==> config.mk <==
export PLATFORM = sky130hd
export DESIGN_NAME = sd_sector_server
export DESIGN_NICKNAME = d
export VERILOG_FILES = /design/src/rtl/sd_sector_server.sv
export SDC_FILE = /design/constraint.sdc
export NUM_CORES = 1
export LEC_CHECK = 0
export ABC_CLOCK_PERIOD_IN_PS = 3500
export CORE_MARGIN = 1
export CORE_UTILIZATION = 28
export CTS_CLUSTER_DIAMETER = 80
export DETAILED_ROUTE_END_ITERATION = 8
export GPL_TIMING_DRIVEN = 0
export PLACE_DENSITY = 0.58
export SYNTH_ARGS = -nofsm -noshare
export SYNTH_HDL_FRONTEND = slang
export SYNTH_SLANG_ARGS = --single-unit
==> constraint.sdc <==
create_clock -name clk_sys -period 3.5 [get_ports clk_sys]
set_input_delay 0.875 -clock clk_sys [delete_from_list [all_inputs] [get_ports clk_sys]]
set_output_delay 0.875 -clock clk_sys [all_outputs]
set_load 0.02 [all_outputs]
==> src/rtl/sd_sector_server.sv <==
// Host-side responder for the u765 sd_lba/sd_rd/sd_wr/sd_ack sector handshake.
// Moves 512-byte sectors between a byte-wide backing memory and the client sector buffer.
module sd_sector_server #(
    parameter int                ADDR_W    = 25,
    parameter logic [ADDR_W-1:0] BASE_ADDR = '0,
    parameter int                MEM_LAT   = 2
) (
    input  logic              clk_sys,
    input  logic              reset,
    input  logic              ce,
    input  logic [31:0]       img_size,
    input  logic [31:0]       sd_lba,
    input  logic              sd_rd,
    input  logic              sd_wr,
    output logic              sd_ack,
    output logic [8:0]        sd_buff_addr,
    output logic [7:0]        sd_buff_dout,
    output logic              sd_buff_wr,
    input  logic [7:0]        sd_buff_din,
    output logic [ADDR_W-1:0] mem_addr,
    output logic              mem_rd,
    output logic              mem_wr,
    output logic [7:0]        mem_dout,
    input  logic [7:0]        mem_din,
    output logic              err
);

    typedef enum logic [3:0] {
        S_IDLE, S_ACK, S_RD_REQ, S_RD_WAIT, S_RD_PUT,
        S_WR_ADDR, S_WR_GET, S_WR_PUT, S_REL
    } state_t;

    state_t            state_q, state_d;
    logic [8:0]        idx_q, idx_d;
    logic [2:0]        lat_q, lat_d;
    logic              ack_q, ack_d;
    logic              err_q, err_d;
    logic              buf_wr_q, buf_wr_d;
    logic [7:0]        buf_dout_q, buf_dout_d;
    logic              mem_rd_q, mem_rd_d;
    logic              mem_wr_q, mem_wr_d;
    logic [ADDR_W-1:0] mem_addr_q, mem_addr_d;
    logic [7:0]        mem_dout_q, mem_dout_d;
    logic [31:0]       lba_q, lba_d;
    logic              rd_dir_q, rd_dir_d;
    logic              in_rng_q, in_rng_d;

    logic [40:0]       req_last;
    logic              req_in_range;
    logic [ADDR_W-1:0] byte_addr;

    // Last byte of the requested sector must lie inside the image; 41 bits avoid lba*512 overflow.
    assign req_last     = {sd_lba, 9'h1FF};
    assign req_in_range = (img_size != 32'd0) && (req_last < {9'd0, img_size});
    assign byte_addr    = BASE_ADDR + ADDR_W'({lba_q, 9'd0}) + ADDR_W'(idx_q);

    always_comb begin
        state_d    = state_q;
        idx_d      = idx_q;
        lat_d      = lat_q;
        err_d      = 1'b0;
        buf_wr_d   = 1'b0;
        buf_dout_d = buf_dout_q;
        mem_rd_d   = 1'b0;
        mem_wr_d   = 1'b0;
        mem_addr_d = mem_addr_q;
        mem_dout_d = mem_dout_q;
        lba_d      = lba_q;
        rd_dir_d   = rd_dir_q;
        in_rng_d   = in_rng_q;

        case (state_q)
            S_IDLE: begin
                if (sd_rd || sd_wr) begin
                    lba_d    = sd_lba;
                    rd_dir_d = sd_rd;
                    in_rng_d = req_in_range;
                    err_d    = !req_in_range;
                    idx_d    = 9'd0;
                    state_d  = S_ACK;
                end
            end
            S_ACK: state_d = rd_dir_q ? S_RD_REQ : S_WR_ADDR;
            S_RD_REQ: begin
                if (ce) begin
                    mem_rd_d = in_rng_q;
                    if (in_rng_q) mem_addr_d = byte_addr;
                    lat_d   = 3'd0;
                    state_d = S_RD_WAIT;
                end
            end
            S_RD_WAIT: begin
                // lat_q counts cycles since the mem_rd cycle; data is valid when it reaches MEM_LAT.
                if (lat_q == 3'(MEM_LAT)) begin
                    buf_dout_d = in_rng_q ? mem_din : 8'hFF;
                    buf_wr_d   = 1'b1;
                    state_d    = S_RD_PUT;
                end else begin
                    lat_d = lat_q + 3'd1;
                end
            end
            S_WR_ADDR: begin
                if (ce) state_d = S_WR_GET;
            end
            S_WR_GET: begin
                mem_wr_d = in_rng_q;
                if (in_rng_q) begin
                    mem_dout_d = sd_buff_din;
                    mem_addr_d = byte_addr;
                end
                state_d = S_WR_PUT;
            end
            S_RD_PUT, S_WR_PUT: begin
                idx_d = idx_q + 9'd1;
                if (idx_q == 9'd511) state_d = S_REL;
                else                 state_d = rd_dir_q ? S_RD_REQ : S_WR_ADDR;
            end
            S_REL: begin
                if (!sd_rd && !sd_wr) state_d = S_IDLE;
            end
            default: state_d = S_IDLE;
        endcase

        ack_d = (state_d != S_IDLE) && (state_d != S_REL);
    end

    always_ff @(posedge clk_sys) begin
        if (reset) begin
            state_q    <= S_IDLE;
            idx_q      <= 9'd0;
            lat_q      <= 3'd0;
            ack_q      <= 1'b0;
            err_q      <= 1'b0;
            buf_wr_q   <= 1'b0;
            buf_dout_q <= 8'd0;
            mem_rd_q   <= 1'b0;
            mem_wr_q   <= 1'b0;
            mem_addr_q <= '0;
            mem_dout_q <= 8'd0;
        end else begin
            state_q    <= state_d;
            idx_q      <= idx_d;
            lat_q      <= lat_d;
            ack_q      <= ack_d;
            err_q      <= err_d;
            buf_wr_q   <= buf_wr_d;
            buf_dout_q <= buf_dout_d;
            mem_rd_q   <= mem_rd_d;
            mem_wr_q   <= mem_wr_d;
            mem_addr_q <= mem_addr_d;
            mem_dout_q <= mem_dout_d;
        end
    end

    always_ff @(posedge clk_sys) begin
        lba_q    <= lba_d;
        rd_dir_q <= rd_dir_d;
        in_rng_q <= in_rng_d;
    end

    assign sd_ack       = ack_q;
    assign sd_buff_addr = idx_q;
    assign sd_buff_dout = buf_dout_q;
    assign sd_buff_wr   = buf_wr_q;
    assign mem_addr     = mem_addr_q;
    assign mem_rd       = mem_rd_q;
    assign mem_wr       = mem_wr_q;
    assign mem_dout     = mem_dout_q;
    assign err          = err_q;

endmodule

==> results of run 1 <==
[worst register-to-register path, stage by stage, from the launching register on]
cell and delay [ns]:
sky130_fd_sc_hd__dfxtp_1 0.43, sky130_fd_sc_hd__ha_1 0.22, sky130_fd_sc_hd__and3_1 0.22, sky130_fd_sc_hd__nand2_1 0.07
sky130_fd_sc_hd__nor2_1 0.12, sky130_fd_sc_hd__ha_1 0.23, sky130_fd_sc_hd__or4bb_1 0.14, sky130_fd_sc_hd__o31a_1 0.12
sky130_fd_sc_hd__a21oi_1 0.07, sky130_fd_sc_hd__o41a_1 0.43, sky130_fd_sc_hd__a211o_1 0.25
[logic make-up after synthesis]
| group | after synthesis | share of synthesized area |
|---|---|---|
| adders and majority gates | 26 | 0.08606 |
| xor gates and xnor gates | 2 | 0.004635 |
| and+or+nand+nor | 169 | 0.2185 |
| muxes | 12 | 0.03244 |
| DFF | 80 | 0.4714 |
| buffers and inverters | 59 | 0.07018 |
| AOI/OAI and AO/OA | 73 | 0.1169 |
[path summary, 6_finish.rpt]
check / start / endpoint / slack, ns / depth (start not counted)
worst min register to register: mem_addr[11]$_SDFFE_PP0P_ / mem_addr[11]$_SDFFE_PP0P_ / 0.45 / 2
worst min-delay path: mem_addr[11]$_SDFFE_PP0P_ / mem_addr[11]$_SDFFE_PP0P_ / 0.45 / 2
worst max register to register: sd_buff_addr[0]$_SDFFE_PP0P_ / sd_ack$_SDFF_PP0_ / 1.08 / 10
worst max-delay path: sd_rd / sd_buff_addr[2]$_SDFFE_PP0P_ / 0.77 / 7
[registers in the layout (all words and copies together), names as in the netlist]
name / count
mem_addr: 25
lba_q: 16
sd_buff_addr: 9
mem_dout: 8
sd_buff_dout: 8
state_q: 4
lat_q: 3
err: 1
in_rng_q: 1
mem_rd: 1
mem_wr: 1
rd_dir_q: 1
sd_ack: 1
sd_buff_wr: 1
[through the flow]
step                total power (W)  hold WS, ns  std cells    util
global placement           0.001829       0.4415        736  0.4087
finish                     0.002815       0.4490        752  0.4331
CTS                        0.002852       0.4521        752  0.4331
detailed placement         0.001843       0.4444        736  0.4087
global route               0.002958       0.4696        752  0.4331
floorplan                  0.001549       0.4664        421       -
[metal layers]
layer / part of all wire / vias up / track usage
met5: 0 / - / 0
met4: 0.025 / 0 / 0.06330
met3: 0.075 / 19 / 0.04151
met2: 0.50 / 117 / 0.2588
met1: 0.40 / 1573 / 0.1621
li1: - / 1748 / -
[placed cells by master (no fill, tap or decap), types with 2 or more instances in the layout]
cell type                         synthesis  final
sky130_fd_sc_hd__xor2_1                   2      2
sky130_fd_sc_hd__nand3b_1                 4      4
sky130_fd_sc_hd__nor3_1                   4      4
sky130_fd_sc_hd__clkdlybuf4s50_1          0    139
sky130_fd_sc_hd__nor2b_1                  7      7
sky130_fd_sc_hd__buf_4                    9      9
sky130_fd_sc_hd__a211oi_1                 2      2
sky130_fd_sc_hd__o211ai_1                 2      2
sky130_fd_sc_hd__nor4_2                   2      2
sky130_fd_sc_hd__and4_1                   2      2
sky130_fd_sc_hd__nand2_1                 67     67
sky130_fd_sc_hd__a21oi_1                 43     43
sky130_fd_sc_hd__clkbuf_16                0      9
sky130_fd_sc_hd__nor4_1                   9      9
sky130_fd_sc_hd__nand3_1                  5      5
sky130_fd_sc_hd__nor2_1                  48     48
sky130_fd_sc_hd__clkbuf_1                10     10
sky130_fd_sc_hd__a22oi_1                  2      2
sky130_fd_sc_hd__bufinv_16                0      2
sky130_fd_sc_hd__mux2i_1                 10     10
sky130_fd_sc_hd__inv_1                   32     32
sky130_fd_sc_hd__edfxtp_1                18     18
sky130_fd_sc_hd__nand4_1                  6      6
sky130_fd_sc_hd__clkinvlp_4               0      2
sky130_fd_sc_hd__buf_2                    8      8
sky130_fd_sc_hd__ha_1                    26     26
sky130_fd_sc_hd__o31a_1                   3      3
sky130_fd_sc_hd__a311oi_1                 8      8
sky130_fd_sc_hd__mux2_2                   2      2
sky130_fd_sc_hd__and2_1                   2      2
sky130_fd_sc_hd__and3_1                   2      2
sky130_fd_sc_hd__nand2b_1                 6      6
sky130_fd_sc_hd__clkinv_4                 0      2
sky130_fd_sc_hd__o21ai_0                  8      8
sky130_fd_sc_hd__dfxtp_1                 62     62
[power by group through the flow]
stage	sequential (W)	combinational (W)	clock [W]
final	0.00115	0.000670	0.000995
after global routing	0.00116	0.000738	0.00106
after CTS	0.00115	0.000677	0.00102
after detailed placement	0.00117	0.000673	0
after global placement	0.00117	0.000662	0
after floorplan	0.00119	0.000362	0
[cell type report]
type | count | area (µm²) | share of cell area
buffer | 27 | 145.1 | 0.02541
tap | 176 | 220.2 | 0.03855
clock buffer | 9 | 225.2 | 0.03942
inverter | 32 | 120.1 | 0.02102
clock inverter | 7 | 96.34 | 0.01686
sequential | 80 | 1782 | 0.3119
multi-input combinational | 282 | 1733 | 0.3033
timing repair buffer | 139 | 1391 | 0.2435
==> results list, run 1 <==
* Cell area power density: a little under 500 nW/µm²
* Layout net count: between 600 and 700
- Die Y-Extent: about 120 µm
* Net load switching power: a little over 0.0008 W
- The share of total power dissipated in combinational logic is 0.238.
- Flip-flop and latch count after synthesis: 80
- Final critical-path share of the clock period: 0.7790
- The layout has approximately 1300 filler cells.
- Clock-pin slew was measured on the worst setup and hold paths at 0.06 ns.
* Worst Setup Path Type: in -> reg
* Worst slew margin relative to its limit: 0.4579
* Post-route antenna net violation count: 0
* Critical path buffers and inverters: 2
- Of the post-synthesis cell area, the dominant cell type holds 0.3284.
- Summing over every cut layer, the via total after detailed routing is 3457.
* Final setup viols: 0
* Number of buffers inserted during clock tree synthesis: 9
* Number of flops mapped to enable cells by yosys: 18
* Wire length per cell after detailed routing: around 13 µm
* Static leakage: approximately 2.2 nW
* Dpl cell area: ~5400 µm²
- For this run, the top clock speed supported by timing is around 0.37 GHz.
- Entering global routing, the biggest net connects 21 pins.
- Clock skew on the completed layout was measured at between 0.005 and 0.006 ns.
- Antenna diode instance count: 0
- Summing every instance area after synthesis gives roughly 3800 µm².
* Count of boundary I/O pins: 140
* First-pass iteration count of the detailed router: 4
* Fraction of final layout cells sized beyond drive strength 1: 0.06771
* Crit start category: input port
- Most instantiated cells after synthesis: sky130_fd_sc_hd__nand2_1, sky130_fd_sc_hd__dfxtp_1, sky130_fd_sc_hd__nor2_1, sky130_fd_sc_hd__a21oi_1, sky130_fd_sc_hd__inv_1
* # Max-Cap Violations: 0
- Initial DRC count: between 100 and 150
* Final instance area: about 5700 µm²
* Largest area contributor in the synthesized netlist: sky130_fd_sc_hd__dfxtp_1
- The clock tree synthesis step divided the H-tree into 3 levels.
- The count of buffers added on input and output ports is 139.
- Post-synth top flop: sky130_fd_sc_hd__dfxtp_1
* Setup repair after global routing missed its margin: no
- Internal power: 0.002002 W
- Mapped Nets: 532
* Crit path max-delay family: buffers and inverters
- Critical path's largest stage delay: between 0.6 and 0.7 ns
- Effective utilization at floorplan: 0.2866
* Worst Setup End Kind: register
- Compared with the post-synthesis result, the final layout area differs by 51.14%.
- The total area inside the core boundary comes to 13190 µm².
- Deepest clock path buffer count: 2
- Die area: around 14000 µm²
- Outcome: finished clean
- Clock latency of the later-clocked register in the worst-skew pair: ~0.33 ns
* Drt via density: about 4.6
* Warning count from the yosys run: 0
- Period minus WS final: about 2.7 ns
- After routing, the total negative slack on setup checks comes to 0 ns.
* CTS tree: yes
* Peak supply drop: between 0.2 and 0.3 mV
* Cell occurring most often along the worst timing path: sky130_fd_sc_hd__nor2_1
- Most area-consuming cells after synthesis: sky130_fd_sc_hd__dfxtp_1, sky130_fd_sc_hd__edfxtp_1, sky130_fd_sc_hd__ha_1
* Post-CTS Setup Repair Bufs: 0
* Switching share of power: 0.2887
* Most instantiated library cell after synthesis: sky130_fd_sc_hd__nand2_1
- Detailed placer's ending HPWL: 8053 µm
- Synthesized area per cell: approximately 9 µm²
- The clock net in this run drives a total of 80 sinks.
- The number of antenna violations at the first check in global routing was 0.
- The final-report hold violation count came to 0.
- Tot GR Track Use: 0.1461
- The first global-routing pass estimated ~16000 µm of wire.
- The floorplan step set the die width to between 100 and 150 µm.
- Remaining DRCs: 0
* Worst Path Arrival: ~2.9 ns
- Crit Path Max Fanout: 20
- After synthesis, the share of flip-flops with an asynchronous set or reset is 0.
- Hold-fix buffers at CTS: 0
- The final layout contains routed wiring with a total length of 10090 µm.
- Before CTS, the worst setup slack after placement is ~0.36 ns.
- Sequential share of the synthesized area: 0.4714
- Of the total power, registers draw 0.408.
- The critical path goes through clkdlybuf4s50_1, nor2_1, nand3b_1, inv_1, nor2_1, o21ai_0, a21oi_1.
- Max stage delay cell, worst path: sky130_fd_sc_hd__inv_1
* Post-synthesis instance total: around 420
- Final Worst Setup Slack: ~0.77 ns
* Root buffer cell: sky130_fd_sc_hd__clkbuf_16
* Site row count: between 40 and 50
* Final Max Tran Viols: 0
* Weighted congestion at the end of routability-driven global placement: about 0.81
- For the pin with the worst max-slew slack, the measured transition is slightly above 0.8 ns.
* Hold crit path type: reg -> reg
- CP required: roughly 3.7 ns
* Resized cells post-CTS: 0
- Count of unique library cells instantiated by Yosys: 40
- Vias in the first global route: around 3400
- Clock network fraction of total power: 0.354
- Residual overflow from global routing: 0
Note: power is estimated with default switching activity, not from simulation.
==> run 2: changes to the inputs <==
Settings changed: ABC_CLOCK_PERIOD_IN_PS 3500 to 2700.
Clock period 3.5 ns to 2.7 ns, I/O delays scaled along.
==> results list, run 2 (synthesis gave the netlist of run 1 again) <==
* Remaining DRCs: 0 (unchanged)
* Number of cells on the worst hold path: 2 (unchanged)
- Cell area power density: 644.0 nW/µm² (+31%)
- The placer's final routability congestion estimate was 0.8138 (unchanged).
- The peak supply drop came to 0.3675 mV (+25%).
* Hold slack final: 0.4490 ns (+0.00002100 ns)
* Post-CTS Setup Repair Bufs: 0 (unchanged)
- The average via count per standard cell came to 4.614 (+0.36%).
* Post-route antenna net violation count: 0 (unchanged)
* Fraction of final layout cells sized beyond drive strength 1: 0.07279 (+0.005082)
- Dpl cell area: 5391 µm² (unchanged)
* Worst Path Arrival: 2.75 ns (-0.18 ns)
- Most common library cell in the layout ignoring fill and taps: sky130_fd_sc_hd__clkdlybuf4s50_1
- The via count of the first global-routing pass is 3429 (unchanged).
- Dividing the final minimum period by the clock period gives 0.9391.
* CTS tree: yes
- Number of antenna violations at the first check in global routing: 0 (unchanged)
* Final setup skew: 0.005668 ns (+0.0004128 ns)
- The starting DRC count in detailed routing came to 126 (+9.6%).
- Tot GR Track Use: 0.1461 (unchanged)
- Antenna diode instance count: 0 (unchanged)
* Residual overflow from global routing: 0 (unchanged)
* Endpoints failing hold: 0 (unchanged)
- Timing-limited maximum frequency: between 0.3 and 0.4 GHz
* Worst slew margin relative to its limit: 0.5681 (+0.1103)
* Port bufs: 139 (unchanged)
* Site row count: 42 (unchanged)
* Die Y-Extent: 118.2 µm (unchanged)
- The die outline area was 13970 µm² (unchanged).
- Period minus WS final: 2.536 ns
- The final-report max-slew violation count was 0 (unchanged).
- The via count was 3474 (+0.49%).
- Final wirelength: 10220 µm (+1.3%)
- Signed area change from the synthesized netlist to the final layout: 51.44%
- Static leakage: 2.221 nW (-0.25%)
- Core area: 13190 µm² (unchanged)
* Number of fill cells: 1311 (+0.076%)
- The number of optimization iterations in the first detailed-route pass was 4 (unchanged).
- STA classifies the critical path endpoint as a register.
- The estimated wirelength of the detail-placed design came to 8053 µm (unchanged).
- Actual transition at the worst max-transition pin: 0.6454 ns (-0.1669 ns)
* Clock Sink Count: 80 (unchanged)
- CTS H-tree lvls: 3 (unchanged)
- Worst Setup Path Type: in -> reg
- Deepest clock path buffer count: 2 (unchanged)
- Clock input transition at the sequential cells of the worst setup and hold paths: 0.06 ns (about the same)
- Clock latency of the later-clocked register in the worst-skew pair: 0.33 ns (about the same)
* Crit Path Max Fanout: 10 (-50%)
* Root buffer cell: sky130_fd_sc_hd__clkbuf_16
- # Max-Cap Violations: 0 (unchanged)
* Effective utilization at floorplan: 0.2866 (unchanged)
- Global-route wire length before repair: 16060 µm (unchanged)
- Pin count of the biggest net entering global routing: 21 (unchanged)
- The TritonCTS buffer count was 9 (unchanged).
- Crit start category: input port
- The worst-case reg-to-reg path depth was 10 (unchanged).
* Final instance area: 5724 µm² (+0.20%)
- The endpoint required time on the critical path came to 2.92 ns (-0.78 ns).
* Die Wd: 118.2 µm (unchanged)
* Count of boundary I/O pins: 140 (unchanged)
* Hold crit path type: reg -> reg
- Layout net count: 683 (+0.15%)
- Final setup viols: 0 (unchanged)
- The run finished with clean final reports.
* Leading cell types in the layout, fill and taps excluded: sky130_fd_sc_hd__clkdlybuf4s50_1, sky130_fd_sc_hd__nand2_1, sky130_fd_sc_hd__dfxtp_1, sky130_fd_sc_hd__nor2_1, sky130_fd_sc_hd__a21oi_1
* Number of flip-flops in the largest register: 25 (unchanged)
- Wire length per cell after detailed routing: 13.58 µm (+1.2%)
==> run 2: cell types whose count changed in the layout (fill, tap and decap cells not counted), sizes merged <==
cell and delta:
inv -1, clkinvlp +2
==> run 2: layer usage <==
| layer | global-route usage | routed length [µm] |
|---|---|---|
| met1 | 0.1621 | 4187 |
| met2 | 0.2588 | 5080 |
| met3 | 0.04151 | 708 |
| met4 | 0.06330 | 247 |
| met5 | 0 | 0 |
==> run 2: power by group <==
part           internal, W  switching, W  total [W]  leakage (nW)
Clock             0.000809      0.000481    0.00129         0.149
Sequential         0.00143     0.0000582    0.00149         0.675
Combinational     0.000362      0.000546   0.000908          1.40
==> run 2: path summary, 6_finish.rpt <==
check	startpoint	to	slack, ns
setup reg to reg	sd_buff_addr[0]$_SDFFE_PP0P_	sd_ack$_SDFF_PP0_	0.29
hold / removal	mem_addr[11]$_SDFFE_PP0P_	mem_addr[11]$_SDFFE_PP0P_	0.45
setup / recovery	sd_rd	sd_ack$_SDFF_PP0_	0.16
hold reg to reg	mem_addr[11]$_SDFFE_PP0P_	mem_addr[11]$_SDFFE_PP0P_	0.45
==> run 2: area by class of cell <==
cell class / instances / area, µm² / area share
plain buffers: 27 / 145.1 / 0.02536
clock buffers: 9 / 225.2 / 0.03934
clock inverters: 7 / 96.34 / 0.01683
inverters: 32 / 123.9 / 0.02164
multi-input cells: 282 / 1735 / 0.3032
flip-flops and latches: 80 / 1782 / 0.3113
well taps: 176 / 220.2 / 0.03847
repair buffers: 139 / 1391 / 0.2431
repair inverters: 1 / 5.005 / 0.0008743
==> run 2: what timing repair did <==
action / in CTS / in global routing
gates resized for setup: 0 / 2
hold buffers: 0 / 0
setup endpoints to repair: 0 / 6
==> run 2: through the flow <==
| stage | worst slack (ns) | power [W] | utilization | setup TNS (ns) | std cells |
|---|---|---|---|---|---|
| 3_5_place_dp | -0.2362 | 0.002389 | 0.4087 | -1.408 | 736 |
| 3_3_place_gp | -0.2126 | 0.002371 | 0.4087 | -1.350 | 736 |
| 4_1_cts | 0.1147 | 0.003696 | 0.4331 | 0 | 752 |
| 2_1_floorplan | 0.4723 | 0.002008 | - | 0 | 421 |
| 6_report | 0.1643 | 0.003686 | 0.4340 | 0 | 753 |
| 5_1_grt | -0.001532 | 0.003869 | 0.4340 | -0.001532 | 753 |
==> run 2: critical path, cell delays in order <==
cell                              delay (ns)
sky130_fd_sc_hd__clkdlybuf4s50_1        0.43
sky130_fd_sc_hd__nor2_1                 0.16
sky130_fd_sc_hd__nand3b_1               0.34
sky130_fd_sc_hd__clkinvlp_4             0.38
sky130_fd_sc_hd__o41a_1                 0.51
sky130_fd_sc_hd__a211o_1                0.24
==> run 3: changes to the inputs <==
Settings changed: MAX_ROUTING_LAYER set to met4, SETUP_SLACK_MARGIN set to 0.1.
==> results list, run 3 (synthesis gave the netlist of run 1 again) <==
- Outcome: finished clean
* Detailed placer's ending HPWL: 8017 µm (-0.44%)
- The remaining routing DRC violations was 0 (unchanged).
- The number of antenna violations at the first check in global routing is 0 (unchanged).
* Wire length per cell after detailed routing: 13.43 µm (-1.1%)
* Antenna diode instance count: 0 (unchanged)
- The fraction of layout cells with a size suffix above 1 came to 0.07945 (+0.006657).
* Most common library cell in the layout ignoring fill and taps: sky130_fd_sc_hd__clkdlybuf4s50_1
- Worst Setup Path Type: in -> reg
- The top cell types in the final layout, fill and taps aside, are sky130_fd_sc_hd__clkdlybuf4s50_1, sky130_fd_sc_hd__nand2_1, sky130_fd_sc_hd__dfxtp_1, sky130_fd_sc_hd__nor2_1, sky130_fd_sc_hd__a21oi_1.
- Dpl cell area: 5391 µm² (unchanged)
* Actual transition at the worst max-transition pin: 0.5999 ns (-0.04552 ns)
* Vias in the first global route: 3406 (-0.67%)
- The final-report max-slew violation count is 0 (unchanged).
* Effective utilization at floorplan: 0.2866 (unchanged)
* Layout net count: 685 (+0.29%)
- Drt via density: 4.577 (-0.78%)
- Max stage delay cell, worst path: sky130_fd_sc_hd__or4_4
* Number of flip-flops in the largest register: 25 (unchanged)
- The post-route total power was 0.003717 W (+0.83%).
- The delay of the slowest critical-path stage came to 0.55 ns (+0.04 ns).
* Signed area change from the synthesized netlist to the final layout: 51.94%
- Setup repair after global routing missed its margin: no
* Crit Path Max Fanout: 2 (-8)
- Weighted congestion at the end of routability-driven global placement: 0.8236 (+1.2%)
- The CTS H-tree depth was 3 (unchanged).
- The antenna violation net count after detailed routing came to 0 (unchanged).
* Timing-limited maximum frequency: 0.4058 GHz (+2.9%)
* Endpoints failing hold: 0 (unchanged)
* Port bufs: 139 (unchanged)
* Clock latency of the later-clocked register in the worst-skew pair: 0.33 ns (about the same)
- The starting DRC count in detailed routing was 155 (+23%).
- The largest net degree at the start of global routing is 21 (unchanged).
- Final setup skew: 0.003744 ns (-0.001924 ns)
* CTS tree: yes
* Count of boundary I/O pins: 140 (unchanged)
- The static leakage power is 2.228 nW (+0.32%).
- The setup TNS after final layout came to 0 ns (unchanged).
- First-pass iteration count of the detailed router: 5 (+1)
- The die outline area came to 13970 µm² (unchanged).
* Peak supply drop: 0.3752 mV (+2.1%)
* Final instance area: 5743 µm² (+0.33%)
* Final setup viols: 0 (unchanged)
- The wire length of the first global-routing pass is 16240 µm (+1.1%).
* Die Wd: 118.2 µm (unchanged)
- The final critical-path share of the clock period is 0.9128 (-0.02636).
- Tot GR Track Use: 0.1524 (+0.006356)
* Period minus WS final: 2.464 ns (-0.07118 ns)
- Clock Sink Count: 80 (unchanged)
- The number of max-capacitance violations reported came to 0 (unchanged).
- Deepest clock path buffer count: 2 (unchanged)
- Number of buffers inserted during clock tree synthesis: 9 (unchanged)
- Number of fill cells: 1320 (+0.69%)
- The worst slew margin relative to its limit is 0.6001 (+0.03193).
- Clock input transition at the sequential cells of the worst setup and hold paths: 0.06 ns (about the same)
- The power density relative to cell area was 647.2 nW/µm² (+0.50%).
* Core area: 13190 µm² (unchanged)
- Core occupancy in the finished layout: 0.4354 (+0.001423)
- Hold crit path type: reg -> reg
* Die Y-Extent: 118.2 µm (unchanged)
- Worst slack at placement: -0.1912 ns (+0.04495 ns)
* Final wirelength: 10140 µm (-0.81%)
* Critical path cell sequence: clkdlybuf4s50_1, inv_1, ha_1, nand4b_1, or4_4, nor4b_4, nor3_1
- The via count is 3456 (-0.52%).
- Worst Setup End Kind: register
- Site row count: 42 (unchanged)
- The cell sitting at the root of the clock tree is a sky130_fd_sc_hd__clkbuf_16.
* Hold-fix buffers at CTS: 0 (unchanged)
- The minimum setup slack in the final design is 0.2355 ns (+0.07118 ns).
- Crit start category: input port
- CP required: 2.78 ns (-0.14 ns)
- The arrival time of the worst setup path was 2.54 ns (-0.21 ns).
- The total congestion overflow came to 0 (unchanged).
## run 3: report_power, final
group          internal, W  switching [W]
clock network     0.000815       0.000488
logic             0.000386       0.000542
registers          0.00143      0.0000566
total              0.00263        0.00109
## run 3: worst max-delay path, delay by kind of cell
kind,cells,cell delay (ns)
simple gates,4,1.04
buf+inv,2,0.53
fa+ha+maj,1,0.30
## run 3: layout make-up
type                            count  area [µm²]  area share
Inverter                           32       123.9     0.02157
Timing Repair inverter              1       5.005   0.0008715
Buffer                             27       145.1     0.02527
Timing Repair Buffer              141        1406      0.2449
Clock buffer                       10       229.0     0.03987
Sequential cell                    80        1783      0.3105
Clock inverter                      6       92.59     0.01612
Multi-Input combinational cell    282        1738      0.3026
Tap cell                          176       220.2     0.03834
## run 3: what timing repair did
action / CTS / global route
buffers inserted: 0 / 2
gates resized for setup: 0 / 4
setup endpoints to repair: 0 / 7
## run 3: stage by stage
| step | hold slack [ns] | instances |
|---|---|---|
| after floorplan | 0.4664 | 421 |
| after global placement | 0.4411 | 736 |
| after detailed placement | 0.4468 | 736 |
| after CTS | 0.4556 | 752 |
| after global routing | 0.4684 | 755 |
| final | 0.4532 | 755 |
## run 3: worst paths after layout
check	startpoint	to	slack, ns	cells after the start
setup / recovery	img_size[30]	in_rng_q$_DFFE_PP_	0.24	7
hold / removal	mem_addr[6]$_SDFFE_PP0P_	mem_addr[6]$_SDFFE_PP0P_	0.45	2
setup reg to reg	sd_buff_addr[1]$_SDFFE_PP0P_	sd_ack$_SDFF_PP0_	0.29	10
hold reg to reg	mem_addr[6]$_SDFFE_PP0P_	mem_addr[6]$_SDFFE_PP0P_	0.45	2
## run 3: layer usage
metal / global-route usage / vias to the layer above / part of all wire
met2: 0.2636 / 104 / 0.49
met5: - / - / 0
met1: 0.1723 / 1581 / 0.44
met3: 0.03330 / 14 / 0.050
met4: 0.05529 / 0 / 0.020
li1: - / 1757 / -
